## config.mk

```make
export PLATFORM = sky130hd
export DESIGN_NAME = exc_commit_ctrl
export DESIGN_NICKNAME = d
export VERILOG_FILES = /design/src/rtl/exc_commit_ctrl_pkg.sv /design/src/rtl/exc_prio_enc.sv /design/src/rtl/exc_commit_ctrl.sv
export SDC_FILE = /design/constraint.sdc
export NUM_CORES = 1
export LEC_CHECK = 0
export CORE_AREA = 2 2 135 137
export CTS_CLUSTER_DIAMETER = 60
export CTS_CLUSTER_SIZE = 8
export DETAILED_ROUTE_END_ITERATION = 6
export DIE_AREA = 0 0 137 139
export GPL_TIMING_DRIVEN = 0
export SLEW_MARGIN = 10
export SYNTH_ARGS = -nofsm -noshare
export SYNTH_HDL_FRONTEND = slang
export SYNTH_SLANG_ARGS = --single-unit
```

## constraint.sdc

```tcl
create_clock -name clk -period 3.9 [get_ports clk]
set_input_delay 0.78 -clock clk [delete_from_list [all_inputs] [get_ports clk]]
set_output_delay 0.78 -clock clk [all_outputs]
set_load 0.005 [all_outputs]
```

## src/rtl/exc_commit_ctrl_pkg.sv

```systemverilog
// Shared definitions for the WB-stage commit controller: exception codes, exc_vec bit positions,
// CSR op encodings and FSM states.
package exc_commit_ctrl_pkg;

  localparam logic [5:0] ECODE_INT  = 6'h00;
  localparam logic [5:0] ECODE_ADEF = 6'h08;
  localparam logic [5:0] ECODE_ALE  = 6'h09;
  localparam logic [5:0] ECODE_SYS  = 6'h0B;
  localparam logic [5:0] ECODE_BRK  = 6'h0C;
  localparam logic [5:0] ECODE_INE  = 6'h0D;

  // Bit positions inside wb_exc_vec = {ALE,BRK,SYS,INE,ADEF,INT}
  localparam int unsigned EXC_INT  = 0;
  localparam int unsigned EXC_ADEF = 1;
  localparam int unsigned EXC_INE  = 2;
  localparam int unsigned EXC_SYS  = 3;
  localparam int unsigned EXC_BRK  = 4;
  localparam int unsigned EXC_ALE  = 5;

  typedef enum logic [1:0] {
    CsrNone = 2'b00,
    CsrWr   = 2'b01,
    CsrXchg = 2'b10,
    CsrRsv  = 2'b11
  } csr_op_e;

  typedef enum logic [1:0] {
    StIdle  = 2'b00,
    StRedir = 2'b01,
    StDrain = 2'b10
  } state_e;

endpackage

```

## src/rtl/exc_prio_enc.sv

```systemverilog
// Fixed-priority exception encoder: INT > ADEF > INE > SYS > BRK > ALE.
module exc_prio_enc
  import exc_commit_ctrl_pkg::*;
(
  input  logic [5:0] exc_vec,
  output logic       any,
  output logic [5:0] ecode
);

  always_comb begin
    any   = |exc_vec;
    ecode = ECODE_INT;
    if (exc_vec[EXC_INT])       ecode = ECODE_INT;
    else if (exc_vec[EXC_ADEF]) ecode = ECODE_ADEF;
    else if (exc_vec[EXC_INE])  ecode = ECODE_INE;
    else if (exc_vec[EXC_SYS])  ecode = ECODE_SYS;
    else if (exc_vec[EXC_BRK])  ecode = ECODE_BRK;
    else if (exc_vec[EXC_ALE])  ecode = ECODE_ALE;
  end

endmodule

```

## src/rtl/exc_commit_ctrl.sv

```systemverilog
// WB-stage commit controller: exception/ERTN commit, CSR write forming, Pre-IF redirect and flush.
// Optional EXC_BADV_EN adds the bad-virtual-address update port.
module exc_commit_ctrl
  import exc_commit_ctrl_pkg::*;
#(
  parameter int unsigned FLUSH_CYCLES = 3,
  parameter int unsigned CNT_W        = 2
) (
  input  logic        clk,
  input  logic        reset,
  input  logic        wb_valid,
  output logic        wb_ready,
  input  logic [31:0] wb_pc_in,
  input  logic [5:0]  wb_exc_vec,
  input  logic        wb_is_ertn,
  input  logic [1:0]  wb_csr_op,
  input  logic [13:0] wb_csr_num,
  input  logic [31:0] wb_rj_val,
  input  logic [31:0] wb_rd_val,
  input  logic [31:0] wb_csr_old,
  input  logic [31:0] ex_entry,
  input  logic [31:0] er_entry,
  output logic        csr_we,
  output logic [13:0] csr_wnum,
  output logic [31:0] csr_wdata,
  output logic        wb_ex,
  output logic [5:0]  wb_ecode,
  output logic [8:0]  wb_esubcode,
  output logic [31:0] wb_pc,
  output logic        ertn_flush,
  output logic        redirect_valid,
  output logic [31:0] redirect_pc,
  input  logic        redirect_ready,
  output logic        flush_o
`ifdef EXC_BADV_EN
  ,
  input  logic [31:0] wb_vaddr,
  output logic        wb_badv_we,
  output logic [31:0] wb_badv
`endif
);

  state_e            state_q, state_d;
  logic [CNT_W-1:0]  cnt_q, cnt_d;
  logic [31:0]       rpc_q, rpc_d;
  logic              exc_any;
  logic [5:0]        exc_code;
  csr_op_e           op;

  assign op = csr_op_e'(wb_csr_op);

  exc_prio_enc u_prio (
    .exc_vec (wb_exc_vec),
    .any     (exc_any),
    .ecode   (exc_code)
  );

  // Data outputs are unqualified; consumers gate them with the strobes.
  assign wb_ecode    = exc_code;
  assign wb_esubcode = '0;
  assign wb_pc       = wb_pc_in;
  assign csr_wnum    = wb_csr_num;
  assign csr_wdata   = (op == CsrWr) ? wb_rd_val
                                     : (wb_rd_val & wb_rj_val) | (wb_csr_old & ~wb_rj_val);
  assign redirect_pc = rpc_q;

  always_comb begin
    state_d        = state_q;
    cnt_d          = cnt_q;
    rpc_d          = rpc_q;
    wb_ready       = 1'b0;
    wb_ex          = 1'b0;
    ertn_flush     = 1'b0;
    csr_we         = 1'b0;
    redirect_valid = 1'b0;
    flush_o        = 1'b0;
    unique case (state_q)
      StIdle: begin
        wb_ready = 1'b1;
        if (wb_valid) begin
          if (exc_any) begin
            wb_ex   = 1'b1;
            rpc_d   = ex_entry;
            state_d = StRedir;
          end else if (wb_is_ertn) begin
            ertn_flush = 1'b1;
            rpc_d      = er_entry;
            state_d    = StRedir;
          end else begin
            csr_we = (op == CsrWr) || (op == CsrXchg);
          end
        end
      end
      StRedir: begin
        redirect_valid = 1'b1;
        flush_o        = 1'b1;
        if (redirect_ready) begin
          cnt_d   = CNT_W'(FLUSH_CYCLES - 1);
          state_d = StDrain;
        end
      end
      StDrain: begin
        flush_o = 1'b1;
        if (cnt_q == '0) state_d = StIdle;
        else             cnt_d   = cnt_q - CNT_W'(1);
      end
      default: state_d = StIdle;
    endcase
  end

`ifdef EXC_BADV_EN
  assign wb_badv_we = wb_ex && ((exc_code == ECODE_ADEF) || (exc_code == ECODE_ALE));
  assign wb_badv    = (exc_code == ECODE_ADEF) ? wb_pc_in : wb_vaddr;
`endif

  always_ff @(posedge clk) begin
    if (reset) begin
      state_q <= StIdle;
      cnt_q   <= '0;
      rpc_q   <= '0;
    end else begin
      state_q <= state_d;
      cnt_q   <= cnt_d;
      rpc_q   <= rpc_d;
    end
  end

endmodule

```

==> impl_metrics.csv, run 1 <==
group,metric,value,unit
cells_and_area,nFillCells,1870,
pwr,finalPower,1.61,mW
critical_path,crit_arrival,2.92,ns
grt,track_usage,13.0,%
routing,wl_per_cell,15.4,um
synth,synth_cells,325,
critical_path,cp_max_fo,10,
sta,max_slew_margin,56.3,%
sta,layout_setup_ws,0.197,ns
synth,synth_top_family_by_area,"compound AO/OA/AOI/OAI gates",
place,dpl.hpwl,11400,um
pwr,power.leakage,2.38,nW
critical_path,cp-end-kind,"output pin",
cells_and_area,area_delta_synth_final,126,%
place,gp_congestion,0.769,
clock_network,cts_buffers,5,
sta,period_share,94.9,%
synth,ys_seq_elements,36,
place,port-buffer-count,292,
cells_and_area,drive_gt1_share,22.5,%
clock_network,cts_buffer_depth,2,
grt,first_global_vias,3296,
cells_and_area,fin_nets,859,
synth,ys_types,31,
critical_path,critPathRequiredTime,3.12,ns
pwr,p_sw,0.439,mW
die,die_w,137,um
routing,drcViolationCount,0,
routing,vias,3330,
synth,synthAdderAreaFrac,2.78,%
pwr,p_seq_share,28.5,%
routing,via_per_inst,3.85,
clock_network,cts.reportedPaths.clkPinSlew,0.06,ns
synth,synth.area.mux_share,14.1,%
synth,synth-seq-area-share,26.7,%
die,io_pins,350,
sta,fin_worst_skew,0.00312,ns
synth,synth_compound_area_share,21.3,%
outcome,status,"finished, final reports clean",
synth,synthFlopType,"dfxtp_1",
sta,tightest_slew,0.656,ns
clock_network,clk_latency,0.28,ns
routing,first_pass_iters,4,
synth,syn_area,2700,um2
clock_network,ctsHoldBuffers,0,
pwr,internal-power,1.17,mW
clock_network,htreeDepth,2,
die,rows,49,
clock_network,clock_sinks,36,
synth,synth_area_leaders,"dfxtp_1 (27%), buf_4 (16%), mux2_2 (13%), a21oi_2 (10%), o22ai_1 (7.2%)",
routing,drt-initial-drc-count,35,
grt,grt.overflow.total,0,
place,post_dp_cell_area,5940,um2
synth,syn_area_per_cell,8.30,um2
cells_and_area,fin_area,6110,um2
pwr,swShare,27.3,%
sta,rsz0062_at_grt,"false",
pwr,power_density,263,nW/um2
sta,slew_violations,0,
die,die_area,19000,um2
clock_network,cts_tree,"built",
critical_path,worst-setup-path-type,"in -> out",
synth,synth-xor-area-share,0,%
synth,ys_warn_count,0,
sta,finalCriticalPeriod,3.70,ns
cells_and_area,post-route-util,34.6,%
sta,setup_viol,0,
sta,hold_viol_final,0,
synth,synthSimpleGateAreaFrac,14.4,%
grt,grt_max_degree,13,
critical_path,cp-start-kind,"input pin",
synth,synthArstFlopShare,0,%
pwr,peakVddDrop,233,uV
run,max_cap_viol_count,0,
sta,max_freq,270,MHz
min_path,hp-class,"reg -> reg",
grt,grt_pass1_wl,18900,um
die,start_util,15.3,%
routing,antenna_left,0,
synth,synth.top_cell.area_share,26.7,%
synth,synth_area_leader_cell,"dfxtp_1",
pwr,p_clk_share,25.8,%
pwr,combPwrFrac,45.7,%
sta,tns,0,ns
routing,totalWireLength,13300,um
die,core,17700,um2
grt,antenna_found_initial,3,
place,place_ws,0.0894,ns
synth,synth_enable_flop_cells,0,
die,die_y,139,um
clock_network,cts_root_buffer,"clkbuf_16",
## critical path, stage by stage
cell             delay, ns
clkdlybuf4s50_1       0.56
nor4bb_1              0.48
nand3_2               0.27
buf_2                 0.27
inv_1                 0.07
clkdlybuf4s50_1       0.49
## sequential cells by signal, indices dropped and copies added (netlist names)
| signal | count |
|---|---|
| cnt_q | 2 |
| state_q | 2 |
| redirect_pc | 32 |
## power by group through the flow
| stage | registers [mW] | logic (mW) | clock network (mW) |
|---|---|---|---|
| 5_1_grt | 0.466 | 0.796 | 0.450 |
| 3_3_place_gp | 0.463 | 0.744 | 0 |
| 3_5_place_dp | 0.466 | 0.743 | 0 |
| 6_report | 0.458 | 0.736 | 0.415 |
| 2_1_floorplan | 0.469 | 0.273 | 0 |
| 4_1_cts | 0.459 | 0.748 | 0.437 |
## final timing paths
path,slack [ns],endpoint,start,cells after the start
setup / recovery,0.20,ertn_flush,wb_valid,6
hold / removal,0.49,state_q[1],state_q[1],2
setup reg to reg,1.70,redirect_pc[4],state_q[0],7
hold reg to reg,0.49,state_q[1],state_q[1],2
## metrics by stage
step	std cells	hold WS (ns)
after floorplan	335	0.451
after global placement	856	0.469
after detailed placement	856	0.480
after CTS	864	0.492
after global routing	866	0.530
final	866	0.489
## routing by layer
metal | global-route usage (%) | wire, um | vias up
met5 | 0 | 13 | -
met1 | 14.3 | 5000 | 1477
li1 | - | - | 1667
met3 | 4.93 | 1460 | 12
met2 | 23.2 | 6660 | 172
met4 | 3.09 | 176 | 2
## cells in the final DEF, fill, tap and decap left out, drive strengths merged, types with 3 or more instances in the layout
cell type      instances
conb                  11
nand2                 39
o22ai                 31
clkdlybuf4s50        292
ha                     6
mux2                  32
dfxtp                 36
inv                    8
nor2                  40
o21ai                  3
clkbuf                15
buf                   64
a21oi                 37
## Yosys cell counts (2+ instances only)
library cell  instances
nand2_1              39
buf_6                 4
a21oi_2              32
buf_4                57
o22ai_1              31
ha_1                  6
inv_1                 8
nor3_1                2
clkbuf_1              9
o21ai_0               3
nand2b_1              2
buf_2                 3
a21oi_1               5
mux2i_1               2
mux2_2               32
nor2_1               40
dfxtp_1              36
## final cells by class
cell class	instances	area (um2)	share of cell area, %
tap	229	287	4.69
sequential	36	721	11.8
buffer	73	523	8.56
timing repair buffer	292	2920	47.8
clock inverter	2	15.0	0.246
clock buffer	6	139	2.27
inverter	9	33.8	0.553
antenna	2	5.00	0.0819
multi-input combinational	217	1460	24.0
## logic make-up (layout without fill, tap and decap cells)
family          count (synthesis)  count (layout)
buf+inv                        82             382
flops                          36              36
simple gates                   90              90
compound gates                 76              76
mux                            34              34
other cells                     1              13
fa+ha+maj                       6               6
## repair_timing
item	CTS	global route
buffers inserted	0	0
setup endpoints to repair	0	2
gates resized for setup	0	3
Note: power is estimated with default switching activity, not from simulation.
==> inputs of run 2 (changes only) <==
Settings changed: ABC_AREA set to 1, SETUP_SLACK_MARGIN set to 0.1.
==> run 2 against run 1 <==
Effect of this change:
- sequential cell count is the same
- sequential share of layout area shrank 0.37 points
- critical path depth grew 1
- non-clock buffer count grew 2
- worst hold slack lost 0.036 ns
- largest power group unchanged
- global-route usage grew 1.6 points
- via count grew 10%
==> impl_metrics.csv, run 2 <==
group,metric,value,unit
outcome,status,"finished, final reports clean",
synth,ys_warn_count,0,
sta,fin_worst_skew,0.00405,ns
synth,synth-xor-area-share,0,%
cells_and_area,area_delta_synth_final,115,%
critical_path,endpoint,"csr_wdata[7]",
die,start_util,16.6,%
routing,antenna_left,0,
routing,via_per_inst,3.79,
critical_path,critPathSlowestCell,"clkdlybuf4s50_1",
sta,rsz0062_at_grt,"true",
sta,tightest_slew,0.674,ns
synth,synth_cells,430,
synth,synth-seq-area-share,24.6,%
synth,synthSimpleGateAreaFrac,30.1,%
grt,track_usage,14.6,%
critical_path,cp_cell_sequence,"clkdlybuf4s50_1 > inv_1 > ha_1 > clkbuf_1 > nor2_1 > mux2_2 > clkdlybuf4s50_1",
cells_and_area,fin_nets,963,
clock_network,ctsHoldBuffers,0,
critical_path,cp.depth,7,
pwr,power.leakage,2.66,nW
sta,tns,0,ns
clock_network,cts.reportedPaths.clkPinSlew,0.06,ns
die,die_y,139,um
grt,grt_pass1_wl,21000,um
die,rows,49,
synth,yosysMostFrequentCell,"nand2_1",
routing,wl_per_cell,15.3,um
synth,synthFlopType,"dfxtp_1",
die,die_area,19000,um2
sta,hold_viol_final,0,
synth,synth.area.mux_share,12.3,%
clock_network,htreeDepth,2,
clock_network,cts_buffer_depth,2,
sta,setup_viol,0,
routing,vias,3674,
synth,ys_seq_elements,36,
critical_path,crit_arrival,2.95,ns
synth,synth_common_cells,"nand2_1 (160), buf_4 (58), nor2_1 (37)",
run,max_cap_viol_count,0,
routing,drcViolationCount,0,
synth,synth.top_cell.area_share,24.6,%
synth,syn_area,2930,um2
routing,first_pass_iters,4,
place,gp_congestion,0.827,
grt,grt.overflow.total,0,
critical_path,r2r_cells,9,
die,io_pins,350,
critical_path,worstReg2RegStart,"state_q[1]",
die,die_w,137,um
clock_network,cts_setup_buffers,0,
routing,drt-initial-drc-count,73,
grt,grt_max_degree,11,
critical_path,startpoint,"wb_csr_op[1]",
min_path,hp-class,"reg -> reg",
critical_path,cp_top_family,"buffers and inverters",
cells_and_area,post-route-util,35.7,%
cells_and_area,final_cell_mix,"clkdlybuf4s50_1 (291), nand2_1 (160), buf_4 (58), nor2_1 (37), dfxtp_1 (36)",
routing,dr_wl_met2,7060,um
critical_path,worst-setup-path-type,"in -> out",
sta,period_share,95.7,%
synth,syn_area_per_cell,6.81,um2
clock_network,clock_sinks,36,
cells_and_area,drive_gt1_share,18.6,%
critical_path,critPathRequiredTime,3.12,ns
synth,synth_area_leader_cell,"dfxtp_1",
critical_path,cp.buffers_inverters,4,
place,port-buffer-count,291,
routing,top_layer,"met5",
sta,max_freq,268,MHz
synth,synth_compound_area_share,8.85,%
cells_and_area,seqCellArea,721,um2
routing,wl_met1,6070,um
synth,synth_enable_flop_cells,0,
pwr,power_density,247,nW/um2
grt,first_global_vias,3554,
clock_network,clk_latency,0.28,ns
sta,finalCriticalPeriod,3.73,ns
synth,ys_types,26,
sta,max_slew_margin,55.0,%
critical_path,cp-end-kind,"output pin",
cells_and_area,nFillCells,1893,
critical_path,crit_top_cell,"clkdlybuf4s50_1",
synth,synth_top_family_by_area,"simple AND/OR/NAND/NOR gates",
min_path,hp-start,"cnt_q[1]",
clock_network,cts-resized-gates,0,
place,dpl.hpwl,12900,um
clock_network,cts_tree,"built",
cells_and_area,layout_commonest_cell,"clkdlybuf4s50_1",
critical_path,ff2ff_setup_slack,2.23,ns
critical_path,cp-start-kind,"input pin",
die,core,17700,um2
clock_network,cts_buffers,5,
place,placed_cells,960,
critical_path,r2r_end,"redirect_pc[20]",
sta,slew_violations,0,
routing,totalWireLength,14800,um
cells_and_area,largest_reg_flops,32,
routing,dr_wl_met3,1500,um
grt,antenna_found_initial,4,
cells_and_area,layout.cells.non_filler,970,
synth,synthAdderAreaFrac,2.57,%
synth,synth_area_leaders,"dfxtp_1 (25%), nand2_1 (21%), buf_4 (15%), mux2_2 (12%), nor2_1 (4.7%)",
synth,synthArstFlopShare,0,%
cells_and_area,multi_input_area,1620,um2
pwr,peakVddDrop,162,uV
clock_network,cts_root_buffer,"clkbuf_16",
critical_path,cp_max_fo,10,
critical_path,cp_slowest_stage_delay,0.48,ns
==> run 2: cell types whose count changed after synthesis, sizes merged, moves of 5 or more <==
cell    previous run  this run
clkbuf             9         4
buf               64        72
o22ai             31         1
nand2             39       173
inv                8        19
==> run 2: area by class of cell <==
cell class | count | area share [%]
repair buffers | 291 | 46.2
flip-flops and latches | 36 | 11.4
clock buffers | 6 | 2.04
well taps | 229 | 4.54
diodes | 3 | 0.119
clock inverters | 1 | 0.0794
inverters | 19 | 1.13
plain buffers | 76 | 8.83
multi-input cells | 309 | 25.6
==> run 2: through the flow <==
step	power, mW	setup WS, ns	hold slack [ns]	cell area [um2]
after floorplan	0.740	1.45	0.433	2960
after global placement	1.18	0.134	0.450	6160
after detailed placement	1.19	0.178	0.451	6160
after CTS	1.59	0.155	0.460	6300
after global routing	1.66	0.0736	0.477	6300
final	1.56	0.168	0.453	6300
==> run 2: worst reg2reg max path, delay by kind of cell (launching register included) <==
kind	cells	cell delay, ns
adders and majority gates	1	0.24
DFF	1	0.31
buffers and inverters	4	0.62
and+or+nand+nor	3	0.33
AOI/OAI and AO/OA	1	0.10
==> run 2: per-layer routing <==
metal	up-vias	GRT usage, %
met5	-	0
met1	1593	17.8
met2	172	24.6
met3	13	5.08
li1	1894	-
met4	2	3.26
==> run 2: where the power goes <==
group	switching, mW	internal, mW	total [mW]	leakage [nW]
registers	0.0222	0.413	0.435	0.295
logic	0.270	0.466	0.736	2.30
clock network	0.156	0.233	0.389	0.0667
==> run 2: cell families (layout without fill, tap and decap cells) <==
| logic type | count (synthesis) | in the layout |
|---|---|---|
| muxes | 32 | 32 |
| AOI/OAI and AO/OA | 43 | 43 |
| DFF | 36 | 36 |
| other | 1 | 14 |
| adders and majority gates | 6 | 6 |
| and+or+nand+nor | 217 | 217 |
| buffers and inverters | 95 | 393 |
==> run 2: how the worst min path moves through the flow <==
| stage | slack [ns] | to | depth (start not counted) |
|---|---|---|---|
| floorplan | 0.43 | cnt_q[1] | 2 |
| global placement | 0.45 | cnt_q[1] | 2 |
| detailed placement | 0.45 | cnt_q[1] | 2 |
| CTS | 0.46 | cnt_q[1] | 2 |
| global route | 0.48 | redirect_pc[0] | 2 |
| finish | 0.45 | cnt_q[1] | 2 |
